[config.mk]
export PLATFORM = sky130hd
export DESIGN_NAME = rrp_otf_converter
export DESIGN_NICKNAME = d
export VERILOG_FILES = /design/src/rtl/rrp_otf_converter_pkg.sv /design/src/rtl/rrp_otf_step.sv /design/src/rtl/rrp_otf_converter.sv
export SDC_FILE = /design/constraint.sdc
export NUM_CORES = 1
export LEC_CHECK = 0
export BUFFER_PORTS_ARGS = -buffer_cell sky130_fd_sc_hd__buf_2
export CAP_MARGIN = 20
export CORE_UTILIZATION = 63
export DETAILED_ROUTE_END_ITERATION = 12
export PLACE_DENSITY = 0.88
export RECOVER_POWER = 100
export SYNTH_ARGS = -nofsm -noshare
export SYNTH_HDL_FRONTEND = slang
export SYNTH_HIERARCHICAL = 1
export SYNTH_SLANG_ARGS = --single-unit
[constraint.sdc]
create_clock -name clock -period 2.96 [get_ports clock]
set_input_delay 0.592 -clock clock [delete_from_list [all_inputs] [get_ports clock]]
set_output_delay 0.592 -clock clock [all_outputs]
set_load 0.005 [all_outputs]
[src/rtl/rrp_otf_converter_pkg.sv]
// rrp_otf_converter_pkg: radix/width defaults, derived widths and legal-digit range for the redundant-radix datapath
package rrp_otf_converter_pkg;
   localparam int RADIX_DEF = 8;
   localparam int WIDTH_DEF = 5;
   function automatic int k_of(input int radix);
      return $clog2(radix);
   endfunction
   function automatic int d_of(input int radix);
      return $clog2(radix) + 1;
   endfunction
   function automatic int rw_of(input int radix, input int width);
      return $clog2(radix) * width + 1;
   endfunction
   function automatic int dig_max(input int radix);
      return radix - 1;
   endfunction
   function automatic int dig_min(input int radix);
      return 1 - radix;
   endfunction
endpackage

[src/rtl/rrp_otf_step.sv]
// rrp_otf_step: combinational single-digit on-the-fly Q/QM update with illegal-digit flag
module rrp_otf_step
   import rrp_otf_converter_pkg::*;
#(
   parameter int RADIX = RADIX_DEF,
   parameter int WIDTH = WIDTH_DEF,
   localparam int K = k_of(RADIX),
   localparam int D = d_of(RADIX),
   localparam int RW = rw_of(RADIX, WIDTH)
) (
   input  logic [RW-1:0] q,
   input  logic [RW-1:0] qm,
   input  logic [D-1:0]  digit,
   output logic [RW-1:0] q_next,
   output logic [RW-1:0] qm_next,
   output logic          illegal
);
   localparam int DMIN = dig_min(RADIX);
   localparam int DMAX = dig_max(RADIX);
   logic neg, pos;
   logic [K-1:0] lo;
   assign neg = digit[D-1];
   assign pos = !neg && |digit[K-1:0];
   assign lo = digit[K-1:0];
   // RADIX+d and RADIX-1+d reduce mod RADIX to the digit's low bits and those bits minus one
   assign q_next = {neg ? qm[RW-K-1:0] : q[RW-K-1:0], lo};
   assign qm_next = {pos ? q[RW-K-1:0] : qm[RW-K-1:0], lo - K'(1)};
   assign illegal = (int'($signed(digit)) < DMIN) || (int'($signed(digit)) > DMAX);
endmodule

[src/rtl/rrp_otf_converter.sv]
// rrp_otf_converter: MSD-first signed-digit stream to two's-complement word converter with a single result buffer
module rrp_otf_converter
   import rrp_otf_converter_pkg::*;
#(
   parameter int RADIX = RADIX_DEF,
   parameter int WIDTH = WIDTH_DEF,
   localparam int K = k_of(RADIX),
   localparam int D = d_of(RADIX),
   localparam int RW = rw_of(RADIX, WIDTH)
) (
   input  logic          clock,
   input  logic          reset,
   input  logic [D-1:0]  in_digit,
   input  logic          in_valid,
   output logic          in_ready,
   output logic [RW-1:0] out_value,
   output logic          out_err,
   output logic          out_valid,
   input  logic          out_ready
);
   localparam int CW = (WIDTH > 1) ? $clog2(WIDTH) : 1;
   logic [CW-1:0] cnt;
   logic [RW-1:0] q, qm, q_next, qm_next;
   logic err, illegal, accept, last;
   rrp_otf_step #(.RADIX(RADIX), .WIDTH(WIDTH)) u_step (
      .q(q),
      .qm(qm),
      .digit(in_digit),
      .q_next(q_next),
      .qm_next(qm_next),
      .illegal(illegal)
   );
   assign in_ready = !out_valid || out_ready;
   assign accept = in_valid && in_ready;
   assign last = cnt == CW'(WIDTH - 1);
   always_ff @(posedge clock) begin
      if (reset) begin
         cnt <= '0;
         q <= '0;
         qm <= '1;
         err <= 1'b0;
         out_valid <= 1'b0;
         out_value <= '0;
         out_err <= 1'b0;
      end else begin
         if (accept) begin
            cnt <= last ? '0 : cnt + CW'(1);
            q <= last ? '0 : q_next;
            qm <= last ? '1 : qm_next;
            err <= last ? 1'b0 : err | illegal;
         end
         // a final digit landing on an output handshake reloads the buffer with no bubble
         if (accept && last) begin
            out_value <= q_next;
            out_err <= err | illegal;
            out_valid <= 1'b1;
         end else if (out_ready) begin
            out_valid <= 1'b0;
         end
      end
   end
endmodule

==> Word level (Yosys, flattened, before mapping) <==
Index checks and enable logic that the tools add are counted.
W data, S select, Z words.
{ "classes": {"n_addsub": 2, "order_cmp": 2, "eq_ne": 1, "mux": 8, "bitwise": 1, "n_reduce_logical": 9} }
{ "op_table": {"columns": ["operator", "n"], "rows": [
  ["$mux W13", 3],
  ["$mux W10", 1],
  ["$gt A4 B4 Y1 const B", 1],
  ["$lt A4 B4 Y1 const B", 1],
  ["$add A3 B1 Y3 const B", 1],
  ["$eq A3 B3 Y1 const B", 1],
  ["$logic_and A1 B1 Y1", 3],
  ["$mux W1", 3],
  ["$mux W3", 1],
  ["$reduce_or A3 Y1", 1],
  ["$sub A3 B1 Y3 const B", 1],
  ["$logic_not A1 Y1", 2],
  ["$logic_or A1 B1 Y1", 2],
  ["$reduce_bool A2 Y1", 1],
  ["$or A1 B1 Y1", 1]
]} }
{ "totals": {"reg_bits": 48, "inputBits": 8, "out_inout_bits": 19, "elab_cells": 30} }

==> Depth between registers and ports, before layout <==
Gate-level depths: netlist (run 1).
{ "logic_depth": {"depth_word": 5, "depth_mapped": 8} }

==> Modules after synthesis <==
The synthesis (run 1) kept the hierarchy.
{ "modules_own_cells": {"columns": ["module", "n_inst", "cells_per_inst", "area_each_um2", "seq_area_each_um2"], "rows": [
  ["rrp_otf_converter", 1, 239, 2170.8, 1081.0],
  ["rrp_otf_step", 1, 41, 462.9, 0.0]
]} }

==> Worst setup path before layout (run 1) <==
OpenSTA, ideal clock, no wires.
{ "synth_path": {"path_type": "input port to flip-flop", "start": "input in_digit[0]", "end": "register, netlist name qm[13]", "arrival_time_ns": 1.877, "required_time_ns": 2.840, "path_slack_ns": 0.963, "path_stages": 7, "n_path_buf": 1, "path_cell_list": "inv_1 > ha_1 > a21oi_4 > buf_12 > mux2_4 > and3_1 > a211o_1"} }
{ "synth_lines": {"columns": ["item", "line_no", "rtl"], "rows": [
  ["start: declaration", "rrp_otf_converter.sv:13", "input logic [D-1:0] in_digit,"]
]} }

==> Final worst setup path (run 1) <==
{ "layout_path": {"start": "register cnt[0]", "end": "register qm[1]"} }
{ "layout_via": {"elab_chain_len": 2} }
{ "layout_rtl": {"columns": ["item", "line_no", "rtl"], "rows": [
  ["start: declaration", "rrp_otf_converter.sv:22", "logic [CW-1:0] cnt;"],
  ["start signal: assignment", "rrp_otf_converter.sv:47", "cnt <= last ? '0 : cnt + CW'(1);"],
  ["$eq A3 B3 Y1", "rrp_otf_converter.sv:35", "assign last = cnt == CW'(WIDTH - 1);"],
  ["$mux W13", "rrp_otf_converter.sv:49", "qm <= last ? '1 : qm_next;"],
  ["end signal: assignment", "rrp_otf_converter.sv:49", null],
  ["end: declaration", "rrp_otf_converter.sv:23", "logic [RW-1:0] q, qm, q_next, qm_next;"]
]} }
Every way passes these cells.
A chain may end at the register's enable or synchronous reset.

==> results of run 1 <==
## layout make-up
cell class,count,area share [%]
Clock inverter,1,1.19
Inverter,8,1.19
Timing Repair Buffer,32,6.55
Tap cell,46,2.28
Sequential cell,48,38.1
Multi-Input combinational cell,166,46.8
Clock buffer,7,3.82
## cells in the final DEF, fill, tap and decap left out, types with 7 or more instances in the layout
| cell | instances |
|---|---|
| buf_2 | 23 |
| o31ai_1 | 16 |
| o21ai_0 | 16 |
| nand3_1 | 15 |
| nand4_1 | 16 |
| a211o_1 | 13 |
| and3_1 | 14 |
| a21oi_1 | 33 |
| clkbuf_8 | 7 |
| mux2_4 | 8 |
| dfxtp_1 | 48 |
| mux2_2 | 15 |
## routing by layer
metal  share of wire [%]  track usage (%)
met5                   0                0
met2                  48             45.1
met3                 6.5             5.98
met1                  44             37.5
met4                 1.2             9.38
## sequential cells by signal, indices dropped and copies added, names as in the netlist
| name | flops |
|---|---|
| err | 1 |
| out_valid | 1 |
| qm | 13 |
| cnt | 3 |
| out_err | 1 |
| out_value | 16 |
| q | 13 |
## stage by stage
stage	utilization, %	std cells	worst slack (ps)	instance area, µm²
after floorplan	-	256	1020	2380
after CTS	73.1	308	998	2530
after detailed placement	69.4	300	716	2410
after global placement	69.4	300	745	2410
final	72.7	308	599	2520
after global routing	72.7	308	473	2520
## power groups by stage
stage | Sequential, W | Combinational, W | Clock, W
floorplan | 0.000703 | 0.000141 | 0
global placement | 0.000707 | 0.000153 | 0
detailed placement | 0.000709 | 0.000156 | 0
finish | 0.000695 | 0.000160 | 0.000520
global route | 0.000699 | 0.000174 | 0.000548
CTS | 0.000694 | 0.000159 | 0.000523
## worst paths after layout
path / to / slack (ps)
setup / recovery: qm[1]$_SDFFE_PP1P_ / 600
hold / removal: qm[11]$_SDFFE_PP1P_ / 470
setup reg to reg: qm[1]$_SDFFE_PP1P_ / 600
hold reg to reg: qm[11]$_SDFFE_PP1P_ / 470
## worst reg2reg max path: cells and delay by family, from the launching register on
family | cells | cell delay (ps)
adder cells (fa/ha/maj) | 1 | 200
buffers and inverters | 2 | 430
AO/OA/AOI/OAI | 2 | 770
flip-flops | 1 | 360
AND/OR/NAND/NOR | 1 | 490
==> out/qor.yml, run 1 <==
setup_path:
  path_cells: "inv_1, ha_1, and2_0, a31o_1, clkbuf_2, a211o_1"
  r2r_cells: 6
  cp.depth: 6
  end_kind: "flop"
  worst_path_max_delay_cell: "and2_0"
  path_buf_inv: 2
  reg2reg_from: "cnt[0]$_SDFFE_PP0P_"
  cp_top_family: "compound AO/OA/AOI/OAI gates"
  cp-startpoint: "cnt[0]$_SDFFE_PP0P_"
  crit_type: "reg2reg"
  worstSetupStartpointType: "flop"
  cp_slowest_stage_delay_ps: 490
  path_max_fanout: 29
  required_ps: 3160
  cp.arrival_ps: 2560
status:
  outcome: "finished, final reports clean"
hold_path:
  whs_path_depth: 1
  min_from: "qm[11]$_SDFFE_PP1P_"
  hold_path.class: "reg2reg"
placed_design:
  place_hpwl_um: 3330
  port_buffers: 26
  routabilityCongestion: 0.800
finish:
  final-seq-area_um2: 961
  drive_above_1_share_pct: 23.3
  syn_to_final_growth_pct: 5.83
  antenna_cells: 0
  fillCellCount: 263
  multi_input_area_mm2: 0.00118
  nNetsFinal: 273
cts:
  clockBufferDepth: 2
  cts_tree: "built"
  clk_pin_slew_ps: 90
  cts.sinks: 48
  ctsRootBufferMaster: "clkbuf_8"
  cts.htree.levels: 2
  cts_setup_buffers: 0
  clk_latency_ps: 310
  cts.repair.resized: 0
  hold_buffers: 0
  numCtsBuffers: 5
flow_run:
  drv_cap: 0
synthesis:
  yosys_warnings: 6
  syn_avg_cell_area_um2: 9.31
  syn-num-nets: 268
  syn_area_mm2: 0.00238
  syn_inst: 256
global_routing:
  grt_overflow: 0
  grt_pass1_wl_um: 8790
  grt_pass1_vias: 1852
  antenna_found_initial: 0
  grt_max_degree: 36
  grt_usage_pct: 28.2
timing:
  finalSetupTns_ps: 0
  fmax_mhz: 424
  slew_headroom_pct: 4.28
  finClkSkew_ps: 5.35
  setup_viol: 0
  whs_ps: 473
  min_period_ps: 2360
  hold_violations: 0
  rsz0062_at_grt: "false"
  worst_pin_slew_ps: 1440
  post-route-period-util_pct: 79.8
  finalMaxSlewViolations: 0
detailed_routing:
  dr_total_vias: 1984
  ant_nets: 0
  routed_wl_um: 5240
  wire_per_inst_um: 17.0
  first_pass_iters: 5
  drc: 0
  vias_per_cell: 6.44
  drt-initial-drc-count: 156
power:
  combPwrFrac_pct: 11.6
  power_density_mw_per_mm2: 545
  p_clk_share_pct: 37.8
  p_seq_share_pct: 50.5
  vdd_drop_max_mv: 0.481
  swShare_pct: 23.6
  power.switching_w: 0.000324
  p_leak_nw: 1.03
  p_int_w: 0.00105
  p_total_w: 0.00138
floorplanning:
  die_area_mm2: 0.00403
  start_util_pct: 68.7
  core-area_mm2: 0.00347
  die_h_um: 63.5
  rows: 21
  pin_count: 27
  die_x_um: 63.5
Note: power is estimated with default switching activity, not from simulation.
==> run 2: changes to the inputs <==
Settings changed: ABC_AREA from default to 1, CORE_UTILIZATION 63 to 53, PLACE_DENSITY 0.88 to 0.8.
Clock period 2.96 ns to 2.1 ns, I/O delays scaled along.
==> run 2 against run 1 <==
Net effect:
- clock power up 15%
- via count up 8.1%
- core utilization down 12 points
- cell area down 1.4%
- first-iteration DRC count is 3.2% lower
- setup slack lost 230 ps
- global-route usage shrank 4.7 points
- flip-flop and latch count unchanged
- count of clock-buffer cells in the layout did not move
- critical path depth unchanged
- die area grew 16%
==> out/qor.yml, run 2 <==
setup_path:
  worst_path_max_delay_cell: "nand2_1"  # was and2_0
  path_buf_inv: 1  # was 2
  rrSetupSlack_ps: 370  # was 600 ps
  r2r_cells: 6  # unchanged
  path_max_fanout: 18  # was 29
  end_kind: "flop"  # unchanged
  reg2reg_from: "out_valid$_SDFFE_PP0P_"  # was cnt[0]$_SDFFE_PP0P_
  required_ps: 2300  # was 3160 ps
  cp_top_family: "simple AND/OR/NAND/NOR gates"  # was compound AO/OA/AOI/OAI gates
  cp_slowest_stage_delay_ps: 430  # was 490 ps
  critical_path.most_common_cell: "nand2_1"
  path_cells: "nand2_1, nand2_1, clkbuf_2, nand2_1, o21ai_0, nor2_1"  # was inv_1, ha_1, and2_0, a31o_1, clkbuf_2, a211o_1
  worstSetupStartpointType: "flop"  # unchanged
  crit_type: "reg2reg"  # unchanged
  timing.rr.end: "q[7]$_SDFFE_PP0P_"  # was qm[1]$_SDFFE_PP1P_
  cp.arrival_ps: 1930  # was 2560 ps
timing:
  worst_pin_slew_ps: 475  # was 1440 ps
  rsz0062_at_grt: "false"  # unchanged
  hold_violations: 0  # unchanged
  finalMaxSlewViolations: 0  # unchanged
  post-route-period-util_pct: 82.5  # was 79.8%
  fmax_mhz: 577  # was 424 MHz
  slew_headroom_pct: 68.2  # was 4.28%
  setup_viol: 0  # unchanged
  finClkSkew_ps: 9.26  # was 5.35 ps
  min_period_ps: 1730  # was 2360 ps
  finalSetupTns_ps: 0  # unchanged
detailed_routing:
  dr_wl_met3_um: 217  # was 339 µm
  first_pass_iters: 4  # was 5
  wl_met2_um: 2480  # was 2520 µm
  routed_wl_um: 4980  # was 5240 µm
  ant_nets: 0  # unchanged
  top_layer: "met4"  # unchanged
  vias_per_cell: 5.04  # was 6.44
  drc: 0  # unchanged
  dr_total_vias: 2144  # was 1984
  wl_met1_um: 2230  # was 2310 µm
  drt-initial-drc-count: 151  # was 156
  wire_per_inst_um: 11.7  # was 17.0 µm
status:
  outcome: "finished, final reports clean"  # unchanged
placed_design:
  routabilityCongestion: 0.814  # was 0.800
  placed_area_mm2: 0.00242  # was 0.00241 mm²
  port_buffers: 26  # unchanged
  place_hpwl_um: 3400  # was 3330 µm
cts:
  clk_latency_ps: 310  # about the same
  clockBufferDepth: 2  # unchanged
  cts.htree.levels: 2  # unchanged
  cts_tree: "built"  # unchanged
  ctsRootBufferMaster: "clkbuf_8"  # unchanged
  cts.sinks: 48  # unchanged
  cts.repair.resized: 0  # unchanged
  cts_setup_buffers: 0  # unchanged
  numCtsBuffers: 5  # unchanged
  hold_buffers: 0  # unchanged
  clk_pin_slew_ps: 90  # about the same
finish:
  nNetsFinal: 387  # was 273
  antenna_cells: 0  # unchanged
  drive_above_1_share_pct: 8.00  # was 23.3%
  largest_reg_flops: 16  # unchanged
  syn_to_final_growth_pct: 6.60  # was 5.83%
  fillCellCount: 406  # was 263
  layout_commonest_cell: "nand2_1"  # was dfxtp_1
  top_register: "out_value"  # unchanged
  mostFrequentLayoutCells: "nand2_1 (129), nor2_1 (51), dfxtp_1 (48)"  # was dfxtp_1 (48), a21oi_1 (33), buf_2 (23)
  largestRegisters: "out_value (16), q (13), qm (13)"  # unchanged
  final_cell_area_mm2: 0.00249  # was 0.00252 mm²
synthesis:
  yosys_warnings: 6  # unchanged
  syn-num-nets: 371  # was 268
  syn_area_mm2: 0.00233  # was 0.00238 mm²
  syn_inst: 359  # was 256
  syn_avg_cell_area_um2: 6.50  # was 9.31 µm²
floorplanning:
  die_h_um: 68.3  # was 63.5 µm
  start_util_pct: 56.7  # was 68.7%
  pin_count: 27  # unchanged
  core-area_mm2: 0.00412  # was 0.00347 mm²
  rows: 23  # was 21
  die_x_um: 68.3  # was 63.5 µm
  die_area_mm2: 0.00467  # was 0.00403 mm²
flow_run:
  drv_cap: 0  # unchanged
global_routing:
  grt_pass1_wl_um: 7930  # was 8790 µm
  grt_overflow: 0  # unchanged
  grt_pass1_vias: 1903  # was 1852
  grt_max_degree: 28  # was 36
  antenna_found_initial: 0  # unchanged
  grt_usage_pct: 23.5  # was 28.2%
power:
  power_density_mw_per_mm2: 731  # was 545 mW/mm²
  p_leak_nw: 1.33  # was 1.03 nW
  vdd_drop_max_mv: 0.580  # was 0.481 mV
hold_path:
  hold_path.class: "in2reg"  # was reg2reg
  whs_path_depth: 3  # was 1
  hold_path_end: "out_value[1]$_SDFFE_PP0P_"  # was qm[11]$_SDFFE_PP1P_
  min_from: "in_digit[1]"  # was qm[11]$_SDFFE_PP1P_
[run 2: changes by cell type in the layout (fill, tap and decap cells not counted), sizes merged, moves of 14 or more]
cell,before,now
nand2,3,132
nor2,3,51
inv,7,43
a21oi,34,2
mux2,23,0
o31ai,16,0
nand4,16,1
and3,14,0
[run 2: routing by layer]
layer	vias to the layer above	track usage (%)
met1	981	24.7
li1	1109	-
met5	-	0
met4	0	8.33
met3	5	6.50
met2	49	44.1
[run 2: worst max path at each step]
stage | startpoint | to | slack, ps | cells after the start
2_1_floorplan | in_digit[0] | qm[5]$_SDFFE_PP1P_ | 750 | 9
3_3_place_gp | in_digit[0] | qm[4]$_SDFFE_PP1P_ | 450 | 9
3_5_place_dp | in_digit[0] | qm[5]$_SDFFE_PP1P_ | 430 | 9
4_1_cts | cnt[0]$_SDFFE_PP0P_ | out_value[5]$_SDFFE_PP0P_ | 450 | 9
5_1_grt | cnt[0]$_SDFFE_PP0P_ | out_value[3]$_SDFFE_PP0P_ | 200 | 9
6_report | out_valid$_SDFFE_PP0P_ | q[7]$_SDFFE_PP0P_ | 370 | 6
[run 2: final cells by class]
| type | count | area [µm²] | area share (%) |
|---|---|---|---|
| repair buffers | 31 | 143 | 5.74 |
| multi-input cells | 245 | 1060 | 42.6 |
| well taps | 50 | 62.6 | 2.52 |
| clock buffers | 7 | 96.3 | 3.88 |
| inverters | 44 | 165 | 6.64 |
| flip-flops and latches | 48 | 961 | 38.7 |
[run 2: power breakdown]
part | total (W) | internal, W | switching (W)
Combinational | 0.000224 | 0.0000789 | 0.000145
Sequential | 0.000995 | 0.000959 | 0.0000353
Clock | 0.000598 | 0.000294 | 0.000304
[run 2: metrics by stage]
stage / power (W) / cells / hold WS (ps) / worst slack, ps / util (%)
2_1_floorplan: 0.00119 / 359 / 420 / 751 / -
3_3_place_gp: 0.00124 / 418 / 429 / 453 / 58.9
5_1_grt: 0.00190 / 425 / 384 / 202 / 60.4
4_1_cts: 0.00183 / 425 / 369 / 451 / 61.3
3_5_place_dp: 0.00124 / 418 / 439 / 427 / 58.9
6_report: 0.00182 / 425 / 362 / 367 / 60.4
[run 2: worst reg2reg max path, cell delays in order (launching register included)]
cell,delay (ps)
dfxtp_1,350
nand2_1,190
nand2_1,430
clkbuf_2,400
nand2_1,110
o21ai_0,90
nor2_1,70
